### src/rtl/uart_pkg.sv
// Shared UART definitions: receiver FSM encoding, oversampling constants and clog2.
package uart_pkg;

  typedef enum logic [2:0] {
    RX_IDLE,
    RX_START,
    RX_DATA,
    RX_STOP,
    RX_BREAK
  } rx_state_e;

  localparam int         OVERSAMPLE = 16;
  localparam logic [3:0] SAMPLE_LO  = 4'd7;
  localparam logic [3:0] SAMPLE_MID = 4'd8;
  localparam logic [3:0] SAMPLE_HI  = 4'd9;

  function automatic int clog2(input int value);
    int result;
    result = 0;
    while ((1 << result) < value) result++;
    return result;
  endfunction

endpackage

### src/rtl/uart_sync_fifo.sv
// First-word-fall-through synchronous FIFO with registered full/empty/count.
// A push while full is accepted only when a pop frees a slot in the same cycle.
module uart_sync_fifo
  import uart_pkg::*;
#(
  parameter int WIDTH = 8,
  parameter int DEPTH = 8
) (
  input  logic                   clk,
  input  logic                   rst,
  input  logic                   push,
  input  logic [WIDTH-1:0]       din,
  input  logic                   pop,
  output logic [WIDTH-1:0]       dout,
  output logic                   full,
  output logic                   empty,
  output logic [clog2(DEPTH):0]  count
);

  localparam int            AW         = clog2(DEPTH);
  localparam logic [AW:0]   FULL_COUNT = (AW + 1)'(DEPTH);

  logic [WIDTH-1:0] mem_q [DEPTH];
  logic [AW-1:0]    wr_ptr_q, wr_ptr_d;
  logic [AW-1:0]    rd_ptr_q, rd_ptr_d;
  logic [AW:0]      count_q, count_d;
  logic             full_q, full_d;
  logic             empty_q, empty_d;
  logic             do_push, do_pop;

  always_comb begin
    do_pop   = pop & ~empty_q;
    do_push  = push & (~full_q | do_pop);
    wr_ptr_d = do_push ? wr_ptr_q + 1'b1 : wr_ptr_q;
    rd_ptr_d = do_pop  ? rd_ptr_q + 1'b1 : rd_ptr_q;
    count_d  = count_q;
    if (do_push && !do_pop) begin
      count_d = count_q + 1'b1;
    end else if (do_pop && !do_push) begin
      count_d = count_q - 1'b1;
    end
    full_d  = (count_d == FULL_COUNT);
    empty_d = (count_d == '0);
  end

  always_ff @(posedge clk) begin
    if (!rst) begin
      wr_ptr_q <= '0;
      rd_ptr_q <= '0;
      count_q  <= '0;
      full_q   <= 1'b0;
      empty_q  <= 1'b1;
    end else begin
      wr_ptr_q <= wr_ptr_d;
      rd_ptr_q <= rd_ptr_d;
      count_q  <= count_d;
      full_q   <= full_d;
      empty_q  <= empty_d;
    end
  end

  // Storage needs no reset; the head is masked to zero while empty.
  always_ff @(posedge clk) begin
    if (do_push) begin
      mem_q[wr_ptr_q] <= din;
    end
  end

  assign dout  = empty_q ? '0 : mem_q[rd_ptr_q];
  assign full  = full_q;
  assign empty = empty_q;
  assign count = count_q;

endmodule

### src/rtl/uart_rx_buffered.sv
// 16x oversampled 8N1 UART receiver with majority-vote sampling, feeding a
// FWFT receive FIFO with a valid/ready interface and a sticky overrun flag.
module uart_rx_buffered
  import uart_pkg::*;
#(
  parameter int BAUD_RATE    = 9600,
  parameter int SYS_CLK_FREQ = 120000000,
  parameter int FIFO_DEPTH   = 8
) (
  input  logic                        clk,
  input  logic                        rst,
  input  logic                        rx,
  output logic [7:0]                  rx_data,
  output logic                        rx_valid,
  input  logic                        rx_ready,
  output logic [clog2(FIFO_DEPTH):0]  rx_count,
  output logic                        frame_err,
  output logic                        overrun,
  input  logic                        clear_err,
  output logic                        is_receiving
);

  localparam int            TICK_DIV  = SYS_CLK_FREQ / (BAUD_RATE * OVERSAMPLE);
  localparam int            TW        = (TICK_DIV > 1) ? clog2(TICK_DIV) : 1;
  localparam logic [TW-1:0] TICK_LAST = TW'(TICK_DIV - 1);

  rx_state_e     state_q, state_d;
  logic          sync1_q, sync1_d;
  logic          sync2_q, sync2_d;
  logic          rx_prev_q, rx_prev_d;
  logic [TW-1:0] tick_cnt_q, tick_cnt_d;
  logic [3:0]    sub_q, sub_d;
  logic          s_lo_q, s_lo_d;
  logic          s_mid_q, s_mid_d;
  logic [2:0]    bit_idx_q, bit_idx_d;
  logic [7:0]    shift_q, shift_d;
  logic          push_q, push_d;
  logic          frame_err_q, frame_err_d;
  logic          overrun_q, overrun_d;
  logic          is_receiving_q, is_receiving_d;

  logic          tick, decide, fall, majority;
  logic          fifo_full, fifo_empty, pop;

  assign tick     = (tick_cnt_q == TICK_LAST);
  assign decide   = tick && (sub_q == SAMPLE_HI);
  assign fall     = rx_prev_q & ~sync2_q;
  assign majority = (s_lo_q & s_mid_q) | (s_lo_q & sync2_q) | (s_mid_q & sync2_q);
  assign pop      = rx_valid & rx_ready;

  always_comb begin
    sync1_d    = rx;
    sync2_d    = sync1_q;
    rx_prev_d  = sync2_q;
    tick_cnt_d = tick ? '0 : tick_cnt_q + 1'b1;
    sub_d      = tick ? sub_q + 4'd1 : sub_q;
    s_lo_d     = (tick && sub_q == SAMPLE_LO)  ? sync2_q : s_lo_q;
    s_mid_d    = (tick && sub_q == SAMPLE_MID) ? sync2_q : s_mid_q;

    state_d     = state_q;
    bit_idx_d   = bit_idx_q;
    shift_d     = shift_q;
    push_d      = 1'b0;
    frame_err_d = 1'b0;

    case (state_q)
      RX_IDLE: begin
        // Realign the bit grid to the start edge so ticks 7..9 land mid-bit.
        if (fall) begin
          state_d    = RX_START;
          tick_cnt_d = '0;
          sub_d      = '0;
        end
      end
      RX_START: begin
        if (decide) begin
          state_d   = majority ? RX_IDLE : RX_DATA;
          bit_idx_d = '0;
        end
      end
      RX_DATA: begin
        if (decide) begin
          shift_d = {majority, shift_q[7:1]};
          if (bit_idx_q == 3'd7) begin
            state_d = RX_STOP;
          end else begin
            bit_idx_d = bit_idx_q + 3'd1;
          end
        end
      end
      RX_STOP: begin
        if (decide) begin
          if (majority) begin
            push_d  = 1'b1;
            state_d = RX_IDLE;
          end else begin
            frame_err_d = 1'b1;
            state_d     = RX_BREAK;
          end
        end
      end
      RX_BREAK: begin
        if (sync2_q) begin
          state_d = RX_IDLE;
        end
      end
      default: state_d = RX_IDLE;
    endcase

    is_receiving_d = (state_d != RX_IDLE);
    overrun_d      = clear_err ? 1'b0
                               : (overrun_q | (push_q & fifo_full & ~pop));
  end

  always_ff @(posedge clk) begin
    if (!rst) begin
      state_q        <= RX_IDLE;
      sync1_q        <= 1'b1;
      sync2_q        <= 1'b1;
      rx_prev_q      <= 1'b1;
      tick_cnt_q     <= '0;
      sub_q          <= '0;
      s_lo_q         <= 1'b1;
      s_mid_q        <= 1'b1;
      bit_idx_q      <= '0;
      shift_q        <= '0;
      push_q         <= 1'b0;
      frame_err_q    <= 1'b0;
      overrun_q      <= 1'b0;
      is_receiving_q <= 1'b0;
    end else begin
      state_q        <= state_d;
      sync1_q        <= sync1_d;
      sync2_q        <= sync2_d;
      rx_prev_q      <= rx_prev_d;
      tick_cnt_q     <= tick_cnt_d;
      sub_q          <= sub_d;
      s_lo_q         <= s_lo_d;
      s_mid_q        <= s_mid_d;
      bit_idx_q      <= bit_idx_d;
      shift_q        <= shift_d;
      push_q         <= push_d;
      frame_err_q    <= frame_err_d;
      overrun_q      <= overrun_d;
      is_receiving_q <= is_receiving_d;
    end
  end

  // shift_q stays stable until the next frame's first data decision, well after the push.
  uart_sync_fifo #(
    .WIDTH (8),
    .DEPTH (FIFO_DEPTH)
  ) u_fifo (
    .clk   (clk),
    .rst   (rst),
    .push  (push_q),
    .din   (shift_q),
    .pop   (pop),
    .dout  (rx_data),
    .full  (fifo_full),
    .empty (fifo_empty),
    .count (rx_count)
  );

  assign rx_valid     = ~fifo_empty;
  assign frame_err    = frame_err_q;
  assign overrun      = overrun_q;
  assign is_receiving = is_receiving_q;

endmodule

### config.mk
export PLATFORM = sky130hd
export DESIGN_NAME = uart_rx_buffered
export DESIGN_NICKNAME = d
export VERILOG_FILES = /design/src/rtl/uart_pkg.sv /design/src/rtl/uart_sync_fifo.sv /design/src/rtl/uart_rx_buffered.sv
export SDC_FILE = /design/constraint.sdc
export NUM_CORES = 1
export LEC_CHECK = 0
export BUFFER_PORTS_ARGS = -buffer_cell sky130_fd_sc_hd__buf_2
export CAP_MARGIN = 40
export CORE_MARGIN = 2
export CORE_UTILIZATION = 30
export DETAILED_ROUTE_END_ITERATION = 16
export GPL_TIMING_DRIVEN = 0
export HOLD_SLACK_MARGIN = 0.12
export PLACE_DENSITY_LB_ADDON = 0.05
export REMOVE_ABC_BUFFERS = 1
export SLEW_MARGIN = 5
export SYNTH_ARGS = -nofsm -noshare
export SYNTH_HDL_FRONTEND = slang
export SYNTH_SLANG_ARGS = --single-unit
### constraint.sdc
create_clock -name clk -period 7.25 [get_ports clk]
set_clock_uncertainty 0.15 [all_clocks]
set_input_delay 1.0875 -clock clk [delete_from_list [all_inputs] [get_ports clk]]
set_output_delay 1.0875 -clock clk [all_outputs]
set_load 0.01 [all_outputs]
---- Word-level counts from Yosys, hierarchy flattened ----
Memories as Yosys holds them, arrays and structs flattened. A register that Yosys moved wholly into a read port is not among the register bits.
Index checks and enable logic that the tools add are counted.
storage, ports and cells
  memories ................................ 1
  bits in read-only memories .............. 0
  input bits .............................. 5
  output and inout port bits .............. 16
  RAM bits ................................ 64
  logic and storage cells ................. 101
  latch bits .............................. 0
  bits in registers ....................... 49
memory list
  memory        depth  width  read ports  clocked after memory_dff  wr ports  RTL line              RTL
  u_fifo.mem_q  8      8      1           1                         1         uart_sync_fifo.sv:23  logic [WIDTH-1:0] mem_q [DEPTH];
operators by class
  equality and inequality tests ........... 13
  $add $sub $neg .......................... 7
  div/mod/pow operators ................... 0
  magnitude comparators ................... 0
  bitwise operators ....................... 18
  reductions and logical operators ........ 15
  multiply operators ...................... 0
  shift operators ......................... 0
  muxes and demuxes ....................... 28
operators with widths
  kind                   count
  $mux 3                 12
  $mux 10                3
  $mux 4                 5
  $pmux 3 s5             1
  $eq 4x4->1 const B     3
  $add 10x1->10 const B  1
  $eq 10x10->1 const B   1
  $add 3x1->3 const B    3
  $and 1x1->1            9
  $add 4x1->4 const B    2
  $mux 8                 1
  $eq 3x2->1 const B     2
  $eq 3x3->1 const B     2
  $ne 2x2->1 const B     3
  $pmux 3 s2             1
  $logic_and 1x1->1      5
  $not 1->1              5
  $eq 4x3->1 const B     1
  $logic_not 4->1        1
  $mux 1                 4
  $or 1x1->1             4
  $reduce_and 4->1       1
  $sub 4x1->4 const B    1
  $eq 3x1->1 const B     1
  8 further kinds        9

---- Logic depth before layout (Yosys ltp) ----
Gate-level depths: netlist (run 1).
  depth in word-level cells ............... 10
  gate-level depth with buffers ........... 7
  gate-level depth less buffers ........... 6

---- Cells and area by module ----
From an unflattened synthesis (run 1), not the netlist that was laid out.
unflattened totals
  cell total of the unflattened synthesis .. 351
  area total of the unflattened synthesis .. 4,800.9 um^2
by module, submodules not included
  module            instances  seq. area each (um^2)  area an instance (um^2)  cells an instance
  uart_sync_fifo    1          2,222.1                3,180.6                  179
  uart_rx_buffered  1          740.7                  1,620.3                  172

---- Least setup slack after synthesis (run 1) ----
OpenSTA, ideal clock, no wires.
  kind .................................... input port to flip-flop
  start point ............................. input port rx_ready
  end point ............................... memory u_fifo.mem_q[0][0], enable pin
  buffers on the path ..................... 1
  required time ........................... 6.717 ns
  slack ................................... 4.095 ns
  cell stages on the path ................. 5
  arrival time ............................ 2.621 ns
  path through ............................ or2b_1 -> clkbuf_1 -> a21boi_0 -> nand2b_1 -> nor3_1
between the ends
  cells in the longest elaborated chain, start to end .. 6
ends and longest elaborated chain
  element                       RTL line                RTL
  start: declaration            uart_rx_buffered.sv:15  input logic rx_ready,
  $and 1x1->1                   uart_rx_buffered.sv:49  assign pop = rx_valid & rx_ready;
  $and 1x1->1                   uart_sync_fifo.sv:32    do_pop = pop & ~empty_q;
  $or 1x1->1                    uart_sync_fifo.sv:33    do_push = push & (~full_q | do_pop);
  $and 1x1->1                   uart_sync_fifo.sv:33
  $mux 1                        uart_sync_fifo.sv:64    if (do_push) begin
  $mux 1 (not written as such)  uart_sync_fifo.sv:65    mem_q[wr_ptr_q] <= din;
  end: declaration              uart_sync_fifo.sv:23
No other way between the ends.

==> results of run 1 <==
==> state kept, by name, summed over array words and instances, names as in the netlist, named ones only <==
name and cells:
sync1_q 1, rx_prev_q 1, state_q 3, u_fifo.wr_ptr_q 3, is_receiving 1, frame_err 1
bit_idx_q 3, s_lo_q 1, tick_cnt_q 10, rx_prev_d 1, u_fifo.full 1, shift_q 8
u_fifo.empty 1, u_fifo.rd_ptr_q 3, sub_q 4, u_fifo.count 4, s_mid_q 1, push_q 1
u_fifo.mem_q 64, overrun 1
==> per-layer routing <==
metal | wire [um] | track usage (%) | up-vias
met1 | 4810 | 16.2 | 1422
li1 | - | - | 1461
met4 | 127 | 4.32 | 0
met5 | 0 | 0 | -
met2 | 4670 | 20.8 | 44
met3 | 399 | 5.21 | 10
==> power breakdown <==
group	internal (uW)	switching (uW)	total (uW)
sequential	705	37.4	742
combinational	87.5	79.8	167
clock	568	281	849
==> cells by family after synthesis <==
family	Yosys count	synth area share (%)
buffers and inverters	28	2.26
and+or+nand+nor	129	14.6
AOI/OAI and AO/OA	47	5.89
xor gates and xnor gates	16	2.91
DFF	116	61.5
adders and majority gates	12	3.06
muxes	27	9.78
==> area by class of cell <==
class                   instances  area, um2
flip-flops and latches        116       2960
fillers                      1579       9940
well taps                     216        270
clock buffers                  20        437
clock inverters                12        160
repair buffers                 30        190
inverters                      13       48.8
multi-input cells             231       1760
==> worst max-delay path, cell delays in order, from the launching register on <==
cell and delay, ns:
dfxtp_1 0.74, buf_8 0.24, mux4_2 0.52, mux2i_1 0.15, nor2_1 0.05, buf_2 0.16
==> cell usage after synthesis (4+ instances only) <==
library cell,count
a21oi_1,18
inv_1,13
or3_1,4
dfxtp_1,52
nor2b_1,6
mux2i_1,10
o21ai_0,13
nor4_1,6
nand2_1,18
nor2_1,37
edfxtp_1,64
nor3_1,7
ha_1,11
mux4_2,16
xor2_1,4
nand2b_1,8
xnor2_1,12
nand3_1,16
clkbuf_1,9
==> metrics by stage <==
stage	hold slack, ns	power, uW	instance area [um2]
detailed placement	0.249	928	5230
global route	0.302	1840	5830
floorplan	0.236	862	4760
CTS	0.265	1790	5830
global placement	0.247	920	5130
finish	0.255	1760	5830
==> how the worst max path moves through the flow <==
| stage | to | slack [ns] | depth (start not counted) |
|---|---|---|---|
| 3_3_place_gp | u_fifo.mem_q[0][4]$_DFFE_PP_ | 3.19 | 5 |
| 6_report | rx_data[2] | 3.74 | 5 |
| 5_1_grt | rx_data[3] | 3.51 | 5 |
| 3_5_place_dp | u_fifo.mem_q[4][4]$_DFFE_PP_ | 3.80 | 6 |
| 2_1_floorplan | u_fifo.mem_q[0][0]$_DFFE_PP_ | 4.16 | 4 |
| 4_1_cts | rx_data[2] | 3.63 | 5 |
==> key figures, run 1 <==
GRT
  • First-pass GRT wire length: 15.9 mm
  • Initial antenna violation count: 0
  • GRT Total Usage: 13.0%
  • Largest net degree at the start of global routing: 24
  • Gr ovfl total: 0
  • Vias in the first global route: 2,956

Status
  • Status: finished, final reports clean

Detailed routing
  • Final WL: 10.0 mm
  • Post-route DRC: 0
  • Vias post-DR: 2,937
  • DR vias/cell: 4.60
  • DRT Pass-1 Iters: 4
  • Number of DRC markers in iteration 0: 163
  • WL per Instance: 15.7 um
  • Antenna Nets Post-Route: 0

Critical path
  • Reg2reg start: u_fifo.empty$_SDFF_PN1_
  • FF-to-FF setup slack: 4.42 ns
  • Startpoint types: flop
  • Class of the most critical setup path: flop to primary output
  • Critical path peak fanout: 9
  • Required time worst endpoint: 6.01 ns
  • Reg2reg end: u_fifo.mem_q[4][4]$_DFFE_PP_
  • CP endpoint kind: primary output
  • Reg2reg path depth: 5
  • Worst EP arrival: 2.27 ns

STA
  • Achievable frequency: 285 MHz
  • Setup-failing EPs final: 0
  • Fin. max-slew vios: 0
  • Fin. Hold Viols: 0
  • Total negative setup slack: 0 ns
  • Tcrit/Tclk final: 48.4%
  • Slack of the critical path: 3.74 ns
  • Unrepaired setup endpoints after global routing: false
  • Worst-Margin Slew: 0.781 ns
  • Final Critical Period: 3.51 ns
  • Worst relative slew slack: 47.9%

Clocking
  • Post-CTS Hold Buffers: 0
  • TritonCTS clock tree: built
  • CTS Buffer Depth: 2
  • Root buf cell: clkbuf_16
  • Post-CTS sizing: 0
  • Worst-path clk slew: 0.05 ns
  • Setup Buffers After CTS: 0
  • H-tree depth: 4
  • CTS buffer count: 17
  • CTS Sinks: 116
  • Clk_lat worst skew: 0.41 ns

Synthesis
  • Post-synth EDFFs: 64
  • Mapped Avg Cell Area: 12.9 um2
  • FF+latch count, synth: 116
  • Ys flop type: edfxtp_1
  • Synth cell types: 54
  • Yosys top cell by area: edfxtp_1
  • Mapped Cells: 375
  • Largest cells by area after synthesis: edfxtp_1, dfxtp_1, mux4_2
  • Async set or reset register ratio after synthesis: 0%
  • Synth top area share: 39.9%
  • Seq/Total Area, Yosys: 61.5%
  • Mapped Area: 4820 um2
  • Yosys warns: 0

Layout
  • Area delta synth->final: 20.9%
  • Final core utilization: 37.0%
  • Commonest non-fill, non-tap cell in the layout: edfxtp_1
  • Most frequent cells in the layout: edfxtp_1, dfxtp_1, nor2_1
  • Non-filler cells, final: 638
  • # nets final: 425
  • # diodes: 0
  • Layout cell share with drive strength beyond 1: 19.0%

Min path
  • Hold depth: 1
  • Min-delay worst type: flop to flop
  • Hold_sp: sync1_q$_SDFF_PN1_
  • WHS Endpoint: rx_prev_d$_SDFF_PN1_

Power
  • VDD IR max: 0.000159 V
  • P_leak: 0.00201 uW
  • Cell Pwr Density: 302 nW/um2

Die
  • Die Span X: 131 um
  • Starting density of the core: 30.6%
  • Die Span Y: 131 um
  • I/O pin total: 21
  • Core area: 15,800 um2
  • DIE AREA: 17,100 um2
  • # rows: 46

Placed design
  • Dpl hpwl: 6.83 mm
  • Post-place setup slack: 3.80 ns
  • Placed cell count: 606
  • IO buf count: 20
  • RD Place Congestion: 0.675

Run
  • Max Cap Violations: 0
(Power assumes the default switching activity.)
==> run 2: changes to the inputs <==
--- a/config.mk
+++ b/config.mk
@@ -5,6 +5,7 @@
 export SDC_FILE = /design/constraint.sdc
 export NUM_CORES = 1
 export LEC_CHECK = 0
+export ABC_AREA = 1
 export BUFFER_PORTS_ARGS = -buffer_cell sky130_fd_sc_hd__buf_2
 export CAP_MARGIN = 40
 export CORE_MARGIN = 2
==> constraint.sdc (replaced) <==
create_clock -name clk -period 3.2 [get_ports clk]
set_clock_uncertainty 0.15 [all_clocks]
set_input_delay 0.48 -clock clk [delete_from_list [all_inputs] [get_ports clk]]
set_output_delay 0.48 -clock clk [all_outputs]
set_load 0.01 [all_outputs]
==> key figures, run 2 <==
Layout
  • Biggest regs: u_fifo.mem_q: 64 flops, tick_cnt_q: 10 flops, shift_q: 8 flops (unchanged)
  • Commonest non-fill, non-tap cell in the layout: nor2_1 (was edfxtp_1)
  • Most frequent cells in the layout: nor2_1, edfxtp_1, nand2_1 (was edfxtp_1, dfxtp_1, nor2_1)
  • Final core utilization: 36.5% (was 37.0%)
  • Biggest register: u_fifo.mem_q (unchanged)
  • Layout cell share with drive strength beyond 1: 15.5% (was 19.0%)
  • Multi-input logic area: 1750 um2 (was 1760 um2)
  • Max reg flops: 64 (unchanged)
  • # fillers: 1,688 (was 1,579)
  • # diodes: 0 (unchanged)
  • # nets final: 576 (was 425)
  • Area delta synth->final: 20.0% (was 20.9%)
  • Register area: 2960 um2 (about the same)

Critical path
  • FF-to-FF setup slack: 0.97 ns (was 4.42 ns)
  • Startpoint types: flop (unchanged)
  • Reg2reg end: bit_idx_q[0]$_SDFFE_PN0P_ (was u_fifo.mem_q[4][4]$_DFFE_PP_)
  • Reg2reg start: state_q[1]$_SDFF_PN0_ (was u_fifo.empty$_SDFF_PN1_)
  • Required time worst endpoint: 2.57 ns (was 6.01 ns)
  • Critical path peak fanout: 32 (was 9)
  • Reg2reg path depth: 7 (was 5)
  • CP endpoint kind: primary output (unchanged)
  • Worst EP arrival: 2.23 ns (was 2.27 ns)
  • Class of the most critical setup path: flop to primary output (unchanged)
  • Setup crit end: rx_data[4] (was rx_data[2])

Clocking
  • TritonCTS clock tree: built (unchanged)
  • CTS Buffer Depth: 2 (unchanged)
  • Root buf cell: clkbuf_16 (unchanged)
  • CTS buffer count: 17 (unchanged)
  • Worst-path clk slew: 0.05 ns (about the same)
  • Clk_lat worst skew: 0.41 ns (about the same)
  • H-tree depth: 4 (unchanged)
  • Setup Buffers After CTS: 0 (unchanged)
  • CTS Sinks: 116 (unchanged)

Synthesis
  • Post-synth top cells: nor2_1, edfxtp_1, nand2_1 (was edfxtp_1, dfxtp_1, nor2_1)
  • Post-synth EDFFs: 64 (unchanged)
  • Yosys warns: 0 (unchanged)
  • Mapped Area: 5010 um2 (was 4820 um2)
  • Mapped Cells: 529 (was 375)
  • Ys flop type: edfxtp_1 (unchanged)
  • Synth cell types: 37 (was 54)
  • Async set or reset register ratio after synthesis: 0% (unchanged)
  • Largest cells by area after synthesis: edfxtp_1, dfxtp_1, nor2_1 (was edfxtp_1, dfxtp_1, mux4_2)
  • FF+latch count, synth: 116 (unchanged)
  • Seq/Total Area, Yosys: 59.1% (was 61.5%)
  • Yosys top cell by area: edfxtp_1 (unchanged)
  • Count leader, synth: nor2_1 (was edfxtp_1)
  • Mapped Avg Cell Area: 9.48 um2 (was 12.9 um2)
  • Synth top area share: 38.3% (was 39.9%)

Power
  • Power Total: 3570 uW (was 1760 uW)
  • P_leak: 0.00229 uW (was 0.00201 uW)
  • VDD IR max: 0.000352 V (was 0.000159 V)
  • Cell Pwr Density: 593 nW/um2 (was 302 nW/um2)

STA
  • Tcrit/Tclk final: 89.3%
  • Final Critical Period: 2.86 ns
  • Setup-failing EPs final: 0 (unchanged)
  • Fin. max-slew vios: 0 (unchanged)
  • Worst-Margin Slew: 0.783 ns (was 0.781 ns)
  • Slack of the critical path: 0.342 ns (was 3.74 ns)
  • Unrepaired setup endpoints after global routing: false (unchanged)
  • Worst relative slew slack: 47.5% (was 47.9%)
  • Achievable frequency: 350 MHz
  • Fin. Hold Viols: 0 (unchanged)
  • Total negative setup slack: 0 ns (unchanged)

Min path
  • Min-delay worst type: input pin to flop (was flop to flop)

Detailed routing
  • DR vias/cell: 4.59 (was 4.60)
  • Met3 WL post-DR: 333 um (was 399 um)
  • WL per Instance: 14.0 um (was 15.7 um)
  • Final WL: 11.1 mm (was 10.0 mm)
  • Antenna Nets Post-Route: 0 (unchanged)
  • DRT Pass-1 Iters: 5 (was 4)
  • Post-route DRC: 0 (unchanged)
  • Max Used Layer: met4 (unchanged)
  • Number of DRC markers in iteration 0: 178 (was 163)
  • Vias post-DR: 3,643 (was 2,937)
  • Met2 WL: 5.24 mm (was 4.67 mm)
  • Wl on met1: 5.33 mm (was 4.81 mm)

GRT
  • Largest net degree at the start of global routing: 33 (was 24)
  • Initial antenna violation count: 0 (unchanged)
  • Gr ovfl total: 0 (unchanged)
  • Vias in the first global route: 3,484 (was 2,956)
  • First-pass GRT wire length: 18.2 mm (was 15.9 mm)
  • GRT Total Usage: 13.4% (was 13.0%)

Die
  • # rows: 47 (was 46)
  • DIE AREA: 17,800 um2 (was 17,100 um2)
  • Core area: 16,500 um2 (was 15,800 um2)
  • Starting density of the core: 30.4% (was 30.6%)
  • Die Span Y: 133 um (was 131 um)
  • Die Span X: 133 um (was 131 um)
  • I/O pin total: 21 (unchanged)

Status
  • Status: finished, final reports clean (unchanged)

Placed design
  • IO buf count: 20 (unchanged)
  • RD Place Congestion: 0.756 (was 0.675)
  • Dpl hpwl: 7.41 mm (was 6.83 mm)
  • Post-place setup slack: 0.481 ns (was 3.80 ns)

Run
  • Max Cap Violations: 0 (unchanged)
run 2: cell type report:
cell class / count / area share, %
well taps: 220 / 4.58
clock buffers: 21 / 7.49
flip-flops and latches: 116 / 49.3
multi-input cells: 340 / 29.2
repair buffers: 30 / 3.45
inverters: 55 / 3.43
clock inverters: 11 / 2.62
run 2: how the worst min path moves through the flow:
stage / from / end / slack [ns] / cells past startpoint
5_1_grt: rst / rx_prev_q$_SDFF_PN1_ / 0.25 / 2
4_1_cts: rst / rx_prev_q$_SDFF_PN1_ / 0.23 / 2
3_3_place_gp: sync1_q$_SDFF_PN1_ / rx_prev_d$_SDFF_PN1_ / 0.25 / 1
6_report: rst / rx_prev_q$_SDFF_PN1_ / 0.25 / 2
3_5_place_dp: sync1_q$_SDFF_PN1_ / rx_prev_d$_SDFF_PN1_ / 0.26 / 1
2_1_floorplan: sync1_q$_SDFF_PN1_ / rx_prev_d$_SDFF_PN1_ / 0.24 / 1
run 2: report_power, final:
group / switching [uW] / internal [uW]
combinational: 28.2 / 13.4
sequential: 5.33 / 1560
clock: 642 / 1310
run 2: cell families (layout without fill, tap and decap cells):
logic type | after synthesis | in the layout | synth area share (%)
xor gates and xnor gates | 8 | 8 | 1.40
AOI/OAI and AO/OA | 102 | 102 | 10.8
buffers and inverters | 73 | 117 | 5.89
and+or+nand+nor | 219 | 219 | 20.0
DFF | 116 | 116 | 59.1
adders and majority gates | 11 | 11 | 2.75
run 2: what timing repair did:
item,CTS,global route
endpoints found under the hold margin,2,0
hold buffers,2,0
endpoints found under the setup margin,0,5
resized for setup,0,1
run 2: critical path: stages, from the launching register on:
cell and delay (ns):
dfxtp_2 0.55, buf_16 0.20, inv_2 0.22, o21ai_0 0.30
o21ai_1 0.09, o21ai_0 0.20, a31oi_1 0.06, buf_2 0.17
run 2: per-layer routing:
metal	vias up	track usage, %
li1	1860	-
met1	1715	17.2
met2	49	21.3
met3	19	3.69
met4	0	6.09
met5	-	0
run 2: metrics by stage:
stage	area, um2	hold slack [ns]	instances
final	6020	0.247	793
after global routing	6020	0.254	793
after CTS	6010	0.235	793
after detailed placement	5390	0.255	759
after global placement	5300	0.253	751
after floorplan	4920	0.243	511
==> run 3: changes to the inputs <==
--- a/config.mk
+++ b/config.mk
@@ -10,11 +10,11 @@
 export CAP_MARGIN = 40
 export CORE_MARGIN = 2
 export CORE_UTILIZATION = 30
+export CTS_BUF_LIST = sky130_fd_sc_hd__clkbuf_16
 export DETAILED_ROUTE_END_ITERATION = 16
 export GPL_TIMING_DRIVEN = 0
 export HOLD_SLACK_MARGIN = 0.12
 export PLACE_DENSITY_LB_ADDON = 0.05
-export REMOVE_ABC_BUFFERS = 1
 export SLEW_MARGIN = 5
 export SYNTH_ARGS = -nofsm -noshare
 export SYNTH_HDL_FRONTEND = slang
==> key figures, run 3 (synthesis gave the netlist of run 2 again) <==
Detailed routing
  • Antenna Nets Post-Route: 0 (unchanged)
  • Number of DRC markers in iteration 0: 216 (was 178)
  • Vias post-DR: 3,660 (was 3,643)
  • DRT Pass-1 Iters: 6 (was 5)
  • Post-route DRC: 0 (unchanged)
  • DR vias/cell: 4.55 (was 4.59)
  • Final WL: 11.9 mm (was 11.1 mm)
  • WL per Instance: 14.8 um (was 14.0 um)

Die
  • Starting density of the core: 30.4% (unchanged)
  • # rows: 47 (unchanged)
  • I/O pin total: 21 (unchanged)
  • DIE AREA: 17,800 um2 (unchanged)
  • Core area: 16,500 um2 (unchanged)
  • Die Span X: 133 um (unchanged)
  • Die Span Y: 133 um (unchanged)

Status
  • Status: finished, final reports clean (unchanged)

Critical path
  • Crit path max-delay cell type: dfxtp_1 (was dfxtp_2)
  • CP endpoint kind: primary output (unchanged)
  • Critical path peak fanout: 10 (was 32)
  • Max incr delay on CP: 0.30 ns (was 0.55 ns)
  • Startpoint types: flop (unchanged)
  • FF-to-FF setup slack: 1.19 ns (was 0.97 ns)
  • CP most frequent cell: buf_2 (was o21ai_0)
  • Required time worst endpoint: 2.57 ns (about the same)
  • Worst EP arrival: 1.97 ns (was 2.23 ns)
  • Reg2reg end: u_fifo.mem_q[6][3]$_DFFE_PP_ (was bit_idx_q[0]$_SDFFE_PN0P_)
  • Ordered cell list for the critical path: buf_2 > inv_2 > buf_2 > o21ai_0 > o21ai_1 > o21ai_0 > a31oi_1 > buf_2 (was buf_16 > inv_2 > o21ai_0 > o21ai_1 > o21ai_0 > a31oi_1 > buf_2)
  • Reg2reg start: u_fifo.empty$_SDFF_PN1_ (was state_q[1]$_SDFF_PN0_)
  • Class of the most critical setup path: flop to primary output (unchanged)
  • Reg2reg path depth: 5 (was 7)

STA
  • Setup-failing EPs final: 0 (unchanged)
  • Worst relative slew slack: 46.6% (was 47.5%)
  • Achievable frequency: 385 MHz (was 350 MHz)
  • Total negative setup slack: 0 ns (unchanged)
  • Final Critical Period: 2.60 ns (was 2.86 ns)
  • Tcrit/Tclk final: 81.1% (was 89.3%)
  • Unrepaired setup endpoints after global routing: false (unchanged)
  • Fin. Hold Viols: 0 (unchanged)
  • Fin. max-slew vios: 0 (unchanged)
  • WHS: 0.247 ns (about the same)
  • Worst-Margin Slew: 0.799 ns (was 0.783 ns)

Clocking
  • Clk_lat worst skew: 0.41 ns (about the same)
  • Root buf cell: clkbuf_16 (unchanged)
  • Setup Buffers After CTS: 0 (unchanged)
  • Worst-path clk slew: 0.05 ns (about the same)
  • CTS Sinks: 116 (unchanged)
  • H-tree depth: 4 (unchanged)
  • TritonCTS clock tree: built (unchanged)
  • CTS Buffer Depth: 2 (unchanged)
  • CTS buffer count: 17 (unchanged)

Layout
  • Max reg flops: 64 (unchanged)
  • Non-filler cells, final: 805 (was 793)
  • Commonest non-fill, non-tap cell in the layout: nor2_1 (unchanged)
  • # diodes: 0 (unchanged)
  • Biggest register: u_fifo.mem_q (unchanged)
  • Layout cell share with drive strength beyond 1: 15.6% (was 15.5%)
  • Biggest regs: u_fifo.mem_q: 64 flops, tick_cnt_q: 10 flops, shift_q: 8 flops (unchanged)
  • # nets final: 588 (was 576)
  • Area delta synth->final: 20.5% (was 20.0%)
  • Most frequent cells in the layout: nor2_1, edfxtp_1, nand2_1 (unchanged)
  • Final core utilization: 36.7% (was 36.5%)

Placed design
  • Dpl hpwl: 8.18 mm (was 7.41 mm)
  • Placed cell count: 771 (was 759)
  • RD Place Congestion: 0.820 (was 0.756)
  • IO buf count: 20 (unchanged)

GRT
  • Initial antenna violation count: 0 (unchanged)
  • Vias in the first global route: 3,623 (was 3,484)
  • GRT Total Usage: 14.3% (was 13.4%)
  • First-pass GRT wire length: 19.3 mm (was 18.2 mm)
  • Gr ovfl total: 0 (unchanged)
  • Largest net degree at the start of global routing: 17 (was 33)

Synthesis
  • Syn nets: 545

Power
  • Power Total: 3590 uW (was 3570 uW)
  • P_leak: 0.00232 uW (was 0.00229 uW)
  • VDD IR max: 0.000338 V (was 0.000352 V)
  • Cell Pwr Density: 595 nW/um2 (was 593 nW/um2)

Min path
  • WHS Endpoint: u_fifo.wr_ptr_q[1]$_SDFFE_PN0P_ (was rx_prev_q$_SDFF_PN1_)
  • Hold depth: 3 (was 2)
  • Min-delay worst type: input pin to flop (unchanged)
  • Hold_sp: rst (unchanged)

Run
  • Max Cap Violations: 0 (unchanged)
-- run 3: layer usage --
| layer | up-vias | routed length, um | share of wire, % | GRT usage, % |
|---|---|---|---|---|
| met2 | 60 | 5520 | 46 | 22.3 |
| met1 | 1706 | 5820 | 49 | 19.3 |
| li1 | 1881 | - | - | - |
| met4 | 0 | 201 | 1.7 | 5.50 |
| met5 | - | 0 | 0 | 0 |
| met3 | 13 | 403 | 3.4 | 3.54 |
-- run 3: layout make-up --
type | instances | area [um2]
fillers | 1686 | 10400
flip-flops and latches | 116 | 2960
clock buffers | 18 | 450
plain buffers | 18 | 88.8
inverters | 55 | 206
clock inverters | 14 | 169
multi-input cells | 340 | 1750
well taps | 220 | 275
repair buffers | 24 | 135
-- run 3: through the flow --
stage	cell area, um2	setup WS, ns
after floorplan	5010	1.40
after global placement	5390	0.736
after detailed placement	5400	0.858
after CTS	6040	0.512
after global routing	6040	0.429
final	6040	0.605
-- run 3: worst max-delay path by stage --
stage,start,slack [ns],end,cells after the start
global route,flop,0.43,rx_data[5],9
global placement,rx_ready,0.74,u_fifo.mem_q[2][4]$_DFFE_PP_,7
finish,flop,0.60,rx_data[3],8
floorplan,rx_ready,1.40,u_fifo.mem_q[0][0]$_DFFE_PP_,6
detailed placement,rx_ready,0.86,u_fifo.mem_q[6][2]$_DFFE_PP_,7
CTS,flop,0.51,rx_data[3],8
-- run 3: worst max-delay path: cells and delay by family (launching register included) --
family,cells,cell delay (ns)
buffers and inverters,4,0.61
AOI/OAI and AO/OA,4,0.64
DFF,1,0.30
-- run 3: repair_timing --
item	in CTS	in global routing
hold endpoints to repair	2	0
hold buffers	2	0
gates resized for setup	0	0
-- run 3: report_power, final --
group | leakage (uW) | internal (uW) | switching [uW]
clock | 0.000311 | 1330 | 650
sequential | 0.00101 | 1560 | 5.56
combinational | 0.00100 | 14.2 | 30.2
